[src/rtl/wb_request_queue.sv]
// Writeback request queue: buffers multi-cycle unit results until the writeback arbiter acks them.
// Optional starvation monitor is built when WB_QUEUE_STARVE_MON_EN is defined.
package pipeline_pkg;
   typedef struct packed {
      logic        valid;
      logic        wren;
      logic [4:0]  rd;
      logic [31:0] data;
   } pipe_t;
endpackage

module wb_request_queue
   import pipeline_pkg::*;
#(
   parameter int DEPTH        = 2,
   parameter int STARVE_LIMIT = 16
) (
   input  logic  i_clk,
   input  logic  i_rst_n,
   input  logic  i_flush,
   input  pipe_t i_unit_pkg,
   output logic  o_ready,
   input  logic  i_ack_wb,
   output pipe_t o_wb_pkg,
   output logic  o_busy,
   output logic  o_starve
);
   localparam int PW = $clog2(DEPTH);
   localparam int CW = PW + 1;

   pipe_t          mem_q [DEPTH];
   logic [PW-1:0]  rptr_q, rptr_d;
   logic [PW-1:0]  wptr_q, wptr_d;
   logic [CW-1:0]  count_q, count_d;
   logic           push;
   logic           pop;

   // Readiness depends only on registered count, so a same-cycle ack never frees a slot.
   assign o_ready = (count_q < CW'(DEPTH));
   assign push    = i_unit_pkg.valid & i_unit_pkg.wren & o_ready & ~i_flush;
   assign pop     = i_ack_wb & (count_q != '0) & ~i_flush;

   always_comb begin
      rptr_d  = rptr_q;
      wptr_d  = wptr_q;
      count_d = count_q;
      if (i_flush) begin
         rptr_d  = '0;
         wptr_d  = '0;
         count_d = '0;
      end else begin
         if (push) wptr_d = wptr_q + PW'(1);
         if (pop)  rptr_d = rptr_q + PW'(1);
         case ({push, pop})
            2'b10:   count_d = count_q + CW'(1);
            2'b01:   count_d = count_q - CW'(1);
            default: count_d = count_q;
         endcase
      end
   end

   always_ff @(posedge i_clk or negedge i_rst_n) begin
      if (!i_rst_n) begin
         rptr_q  <= '0;
         wptr_q  <= '0;
         count_q <= '0;
      end else begin
         rptr_q  <= rptr_d;
         wptr_q  <= wptr_d;
         count_q <= count_d;
      end
   end

   // Payload storage is masked by count, so it carries no reset.
   always_ff @(posedge i_clk) begin
      if (push) mem_q[wptr_q] <= i_unit_pkg;
   end

   assign o_busy   = (count_q != '0);
   assign o_wb_pkg = (count_q != '0) ? mem_q[rptr_q] : '0;

`ifdef WB_QUEUE_STARVE_MON_EN
   logic [7:0] starve_q, starve_d;

   always_comb begin
      starve_d = starve_q;
      if (i_flush | pop | (count_q == '0)) begin
         starve_d = '0;
      end else if (starve_q != 8'(STARVE_LIMIT)) begin
         starve_d = starve_q + 8'd1;
      end
   end

   always_ff @(posedge i_clk or negedge i_rst_n) begin
      if (!i_rst_n) starve_q <= '0;
      else          starve_q <= starve_d;
   end

   assign o_starve = (starve_q == 8'(STARVE_LIMIT));
`else
   assign o_starve = 1'b0;
`endif

endmodule

[config.mk]
export PLATFORM = sky130hd
export DESIGN_NAME = wb_request_queue
export DESIGN_NICKNAME = d
export VERILOG_FILES = /design/src/rtl/wb_request_queue.sv
export SDC_FILE = /design/constraint.sdc
export NUM_CORES = 1
export LEC_CHECK = 0
export ABC_AREA = 0
export CORE_UTILIZATION = 30
export CTS_CLUSTER_DIAMETER = 150
export CTS_CLUSTER_SIZE = 16
export DETAILED_ROUTE_END_ITERATION = 10
export PLACE_DENSITY = 0.53
export SLEW_MARGIN = 40
export SYNTH_ARGS = -nofsm -noshare
export SYNTH_HDL_FRONTEND = slang
export SYNTH_SLANG_ARGS = --single-unit
[constraint.sdc]
create_clock -name i_clk -period 5.6 [get_ports i_clk]
set_input_delay 1.12 -clock i_clk [delete_from_list [all_inputs] [get_ports i_clk]]
set_output_delay 1.12 -clock i_clk [all_outputs]
set_load 0.005 [all_outputs]
==> metrics.csv, run 1 <==
metric,value,unit
start_kind,flip-flop,
async_reset_ff_share,4.88,%
grt_max_degree,41,
clk_path_buf_depth,2,
setup_viol,0,
crit_buf_inv,1,
slew_viol_final,0,
drcViolationCount,0,
skew,0.0106,ns
postRouteAntennaNets,0,
drt_iter0_markers,47,
cts.reportedPaths.clkPinSlew,0.07,ns
globalRouteOverflowTotal,0,
holdCritStartpoint,wptr_q,
synth_area_per_cell,16.7,µm²
hold_viol,0,
die_y,105,µm
root_buffer,clkbuf_8,
fin_nets,323,
clock_latency,0.34,ns
cts_resized,0,
firstDrtPassIters,4,
whs_path_depth,2,
final_cell_mix,"clkdlybuf4s50_1, edfxtp_1, nor2_1, mux2i_1, clkbuf_8",
crit-reg2reg-launch,count_q[1],
maxCapViolCount,0,
period_minus_slack,3.21,ns
areaGrowthSynthToFinish,37.3,%
post_cts_buffers,0,
min_path_type,flip-flop to flip-flop,
yosysWarnings,0,
min_to,wptr_q,
crit_chain,mux2i_1 -> nor2_1 -> clkdlybuf4s50_1,
cp-end-kind,output port,
vdd_ir_drop_max,128,µV
fp.dieW,105,µm
synth_cell_types,21,
fin_crit_sh,57.4,%
crit_fanout,40,
critPathArrivalTime,2.09,ns
dp_hpwl,3680,µm
rows,37,
cp_top_family,flip-flops,
worst_pin_slew,0.721,ns
netlist_area,3190,µm²
dominantRegCellSynth,edfxtp_1,
finalWeightedCongestion,0.675,
portBuffers,83,
final.setup.tns,0,ns
pwr_density_cell,275,nW/µm²
cts_tree,built,
wirelength,5770,µm
syn_inst,191,
power,0.00120,W
clock_sinks,82,
fillers,982,
p_leak,1.40,nW
core-area,10300,µm²
initial_core_util,30.9,%
htreeDepth,3,
grt_usage,11.1,%
cp.required,4.48,ns
r2r_slack,4.06,ns
finalInstanceArea,4380,µm²
r2r-end,mem_q[1][8],
via_per_inst,4.21,
die_area,11100,µm²
grt_pass1_wl,9140,µm
synth_edf_count,78,
rsz0062_at_grt,false,
critical_path_class,flip-flop to output port,
postCtsHoldBufs,0,
grt_pass1_vias,1806,
cpPeakStageDelay,0.90,ns
wl_per_cell,13.7,µm
final_common_cell,clkdlybuf4s50_1,
ys_ff_latch,82,
syn-num-nets,234,
fmax,0.311,GHz
reg2reg_depth,3,
drive_above_1_share,8.07,%
yosysSeqAreaShare,76.5,%
vias,1773,
post_dp_cell_area,4190,µm²
outcome,completed,
cts_made_buffers,9,
antenna_found_initial,0,
cp_slowest_cell,dfrtp_4,
diodes,0,
max-slew-margin-rel,52.0,%
pin_count,85,
whs,0.585,ns
## power by group
group / internal (W) / switching (W) / leakage [nW]
clock network: 0.000207 / 0.000199 / 0.0828
logic: 0.0000636 / 0.0000377 / 0.560
registers: 0.000686 / 0.0000112 / 0.761
total: 0.000956 / 0.000248 / 1.40
## worst min-delay path: cells and delay by family (launching register included)
kind,cells,cell delay (ns)
flops,1,0.39
xor+xnor,1,0.08
simple gates,1,0.08
## synth_stat cells (2+ instances only)
master	number	share of area, %
inv_1	2	0.24
edfxtp_1	78	73
xor2_1	3	0.82
buf_2	5	0.78
mux2i_1	39	12
nor2_1	43	5.1
dfrtp_1	4	3.1
buf_6	4	1.4
## worst max-delay path by stage
stage | from | end | slack (ns) | depth (start not counted)
after floorplan | i_unit_pkg[38] | mem_q[1][0] | 0.99 | 2
after global placement | rptr_q | o_wb_pkg[37] | 2.33 | 3
after detailed placement | rptr_q | o_wb_pkg[37] | 2.70 | 3
after CTS | rptr_q | o_wb_pkg[37] | 2.30 | 3
after global routing | rptr_q | o_wb_pkg[31] | 2.18 | 3
final | rptr_q | o_wb_pkg[37] | 2.39 | 3
## flip-flops by register name, summed over array words and instances (netlist names)
register	flops
mem_q	78
rptr_q	1
wptr_q	1
count_q	2
## cell families after synthesis
group           share of synthesized area (%)
flops                                    76.5
simple gates                             6.78
mux                                      12.2
buf+inv                                  2.67
compound gates                          0.823
xor+xnor                                0.824
other cells                             0.118
## layer usage
metal	track usage (%)	routed length (µm)
met5	0	0
met4	4.83	64
met3	4.24	339
met2	17.5	2760
met1	13.6	2610
## final cells by class
class,instances,area [µm²],share of cell area [%]
Clock inverter,4,52.6,1.20
Inverter,2,7.51,0.171
Tap cell,136,170,3.88
Clock buffer,12,135,3.08
Sequential cell,82,2450,55.8
Multi-Input combinational cell,97,681,15.5
Timing Repair Buffer,88,888,20.3
## per-stage QoR
stage	instances	setup WS, ns	utilization [%]
5_1_grt	421	2.18	42.4
2_1_floorplan	191	0.991	-
3_5_place_dp	405	2.70	40.6
4_1_cts	421	2.30	42.4
3_3_place_gp	404	2.33	40.3
6_report	421	2.39	42.4
Power figures use the tool's default switching activity.
==> run 2: changes to the inputs <==
--- a/config.mk
+++ b/config.mk
@@ -10,7 +10,7 @@
 export CTS_CLUSTER_DIAMETER = 150
 export CTS_CLUSTER_SIZE = 16
 export DETAILED_ROUTE_END_ITERATION = 10
-export PLACE_DENSITY = 0.53
+export PLACE_DENSITY = 0.55
 export SLEW_MARGIN = 40
 export SYNTH_ARGS = -nofsm -noshare
 export SYNTH_HDL_FRONTEND = slang
==> constraint.sdc (replaced) <==
create_clock -name i_clk -period 2.65 [get_ports i_clk]
set_input_delay 0.53 -clock i_clk [delete_from_list [all_inputs] [get_ports i_clk]]
set_output_delay 0.53 -clock i_clk [all_outputs]
set_load 0.005 [all_outputs]
==> metrics.csv, run 2 (synthesis results as in run 1) <==
metric,value,unit,change
outcome,completed,,
fmax,0.419,GHz,
finalWeightedCongestion,0.682,,+0.99%
die_area,11100,µm²,unchanged
die_y,105,µm,unchanged
final.setup.tns,0,ns,unchanged
initial_core_util,30.9,%,unchanged
top_register,mem_q,,
clock_latency,0.34,ns,about the same
postRouteAntennaNets,0,,unchanged
cp-end-kind,output port,,
post_cts_buffers,0,,unchanged
vdd_ir_drop_max,197,µV,+54%
clock_sinks,82,,unchanged
fillers,972,,-1.0%
start_kind,flip-flop,,
wirelength,5750,µm,-0.31%
skew,0.0112,ns,+0.000618 ns
drt_iter0_markers,73,,+55%
cts_resized,0,,unchanged
cpPeakStageDelay,0.52,ns,-0.38 ns
drcViolationCount,0,,unchanged
crit_chain,buf_12 -> mux2i_1 -> nor2_1 -> clkdlybuf4s50_1,,
antenna_found_initial,0,,unchanged
finalInstanceArea,4420,µm²,+0.89%
pin_count,85,,unchanged
reg2reg_depth,3,,unchanged
drive_above_1_share,8.74,%,+0.67 points
via_per_inst,4.25,,+0.83%
whs,0.403,ns,-0.183 ns
final_util,42.8,%,+0.38 points
critPathArrivalTime,1.86,ns,-0.23 ns
postCtsHoldBufs,0,,unchanged
min_path_type,primary input to asynchronous set/reset pin,,
maxCapViolCount,0,,unchanged
clk_path_buf_depth,2,,unchanged
post_dp_cell_area,4240,µm²,+1.0%
final_cell_mix,"clkdlybuf4s50_1, edfxtp_1, nor2_1, mux2i_1, clkbuf_8",,
period_minus_slack,2.39,ns,
grt_max_degree,38,,-7.3%
diodes,0,,unchanged
firstDrtPassIters,4,,unchanged
cp.required,2.12,ns,-2.36 ns
reg.largest.list,"mem_q (78), count_q (2)",,
fin_nets,325,,+0.62%
cp_top_family,buffers and inverters,,
crit_cells,4,,+1
dp_hpwl,3770,µm,+2.5%
crit_buf_inv,2,,+1
wl_per_cell,13.6,µm,-0.55%
final_common_cell,clkdlybuf4s50_1,,
largest_reg_flops,78,,unchanged
htreeDepth,3,,unchanged
crit_fanout,37,,-7.5%
rows,37,,unchanged
critical_path_class,flip-flop to output port,,
rsz0062_at_grt,false,,
grt_pass1_vias,1788,,-1.0%
vias,1792,,+1.1%
cts.reportedPaths.clkPinSlew,0.07,ns,about the same
root_buffer,clkbuf_8,,
fin_crit_sh,90.1,%,
setup_viol,0,,unchanged
cts_made_buffers,9,,unchanged
portBuffers,83,,unchanged
power,0.00253,W,+110%
globalRouteOverflowTotal,0,,unchanged
grt_pass1_wl,9020,µm,-1.4%
core-area,10300,µm²,unchanged
hold_viol,0,,unchanged
p_leak,1.42,nW,+1.3%
cts_tree,built,,
slew_viol_final,0,,unchanged
areaGrowthSynthToFinish,38.5,%,
pwr_density_cell,573,nW/µm²,+110%
grt_usage,11.0,%,-0.12 points
fp.dieW,105,µm,unchanged
cp_slowest_cell,clkdlybuf4s50_1,,
==> run 2: where the power goes <==
part / leakage (nW) / switching [W] / internal [W]
registers: 0.761 / 0.0000106 / 0.00145
clock network: 0.0820 / 0.000413 / 0.000427
logic: 0.578 / 0.0000957 / 0.000138
==> run 2: through the flow <==
stage | std cells | setup slack (ns)
3_3_place_gp | 407 | 0.465
5_1_grt | 422 | 0.144
4_1_cts | 422 | 0.224
2_1_floorplan | 191 | 0.000868
3_5_place_dp | 407 | 0.425
6_report | 422 | 0.262
==> run 2: final timing paths <==
check	startpoint	end	slack, ns
min in group i_clk	wptr_q	wptr_q	0.63
worst max-delay path	rptr_q	o_wb_pkg[35]	0.26
worst max register to register	count_q[1]	mem_q[0][34]	1.08
worst min-delay path	i_rst_n	wptr_q	0.40
max in group asynchronous	i_rst_n	rptr_q	2.06
worst min register to register	wptr_q	wptr_q	0.63
==> run 2: area by class of cell <==
class / count / area, µm² / share of cell area [%]
flip-flops and latches: 82 / 2440 / 55.3
well taps: 136 / 170 / 3.85
repair buffers: 90 / 921 / 20.8
inverters: 2 / 7.51 / 0.170
multi-input cells: 97 / 693 / 15.7
clock buffers: 10 / 128 / 2.89
clock inverters: 5 / 56.3 / 1.27
==> run 2: per-layer routing <==
layer / global-route usage, % / vias to the layer above / part of all wire (%) / wire length (µm)
li1: - / 873 / - / -
met1: 13.5 / 852 / 44 / 2520
met2: 17.4 / 58 / 48 / 2770
met3: 3.24 / 9 / 6.3 / 362
met4: 5.73 / 0 / 1.7 / 97
met5: 0 / - / 0 / 0
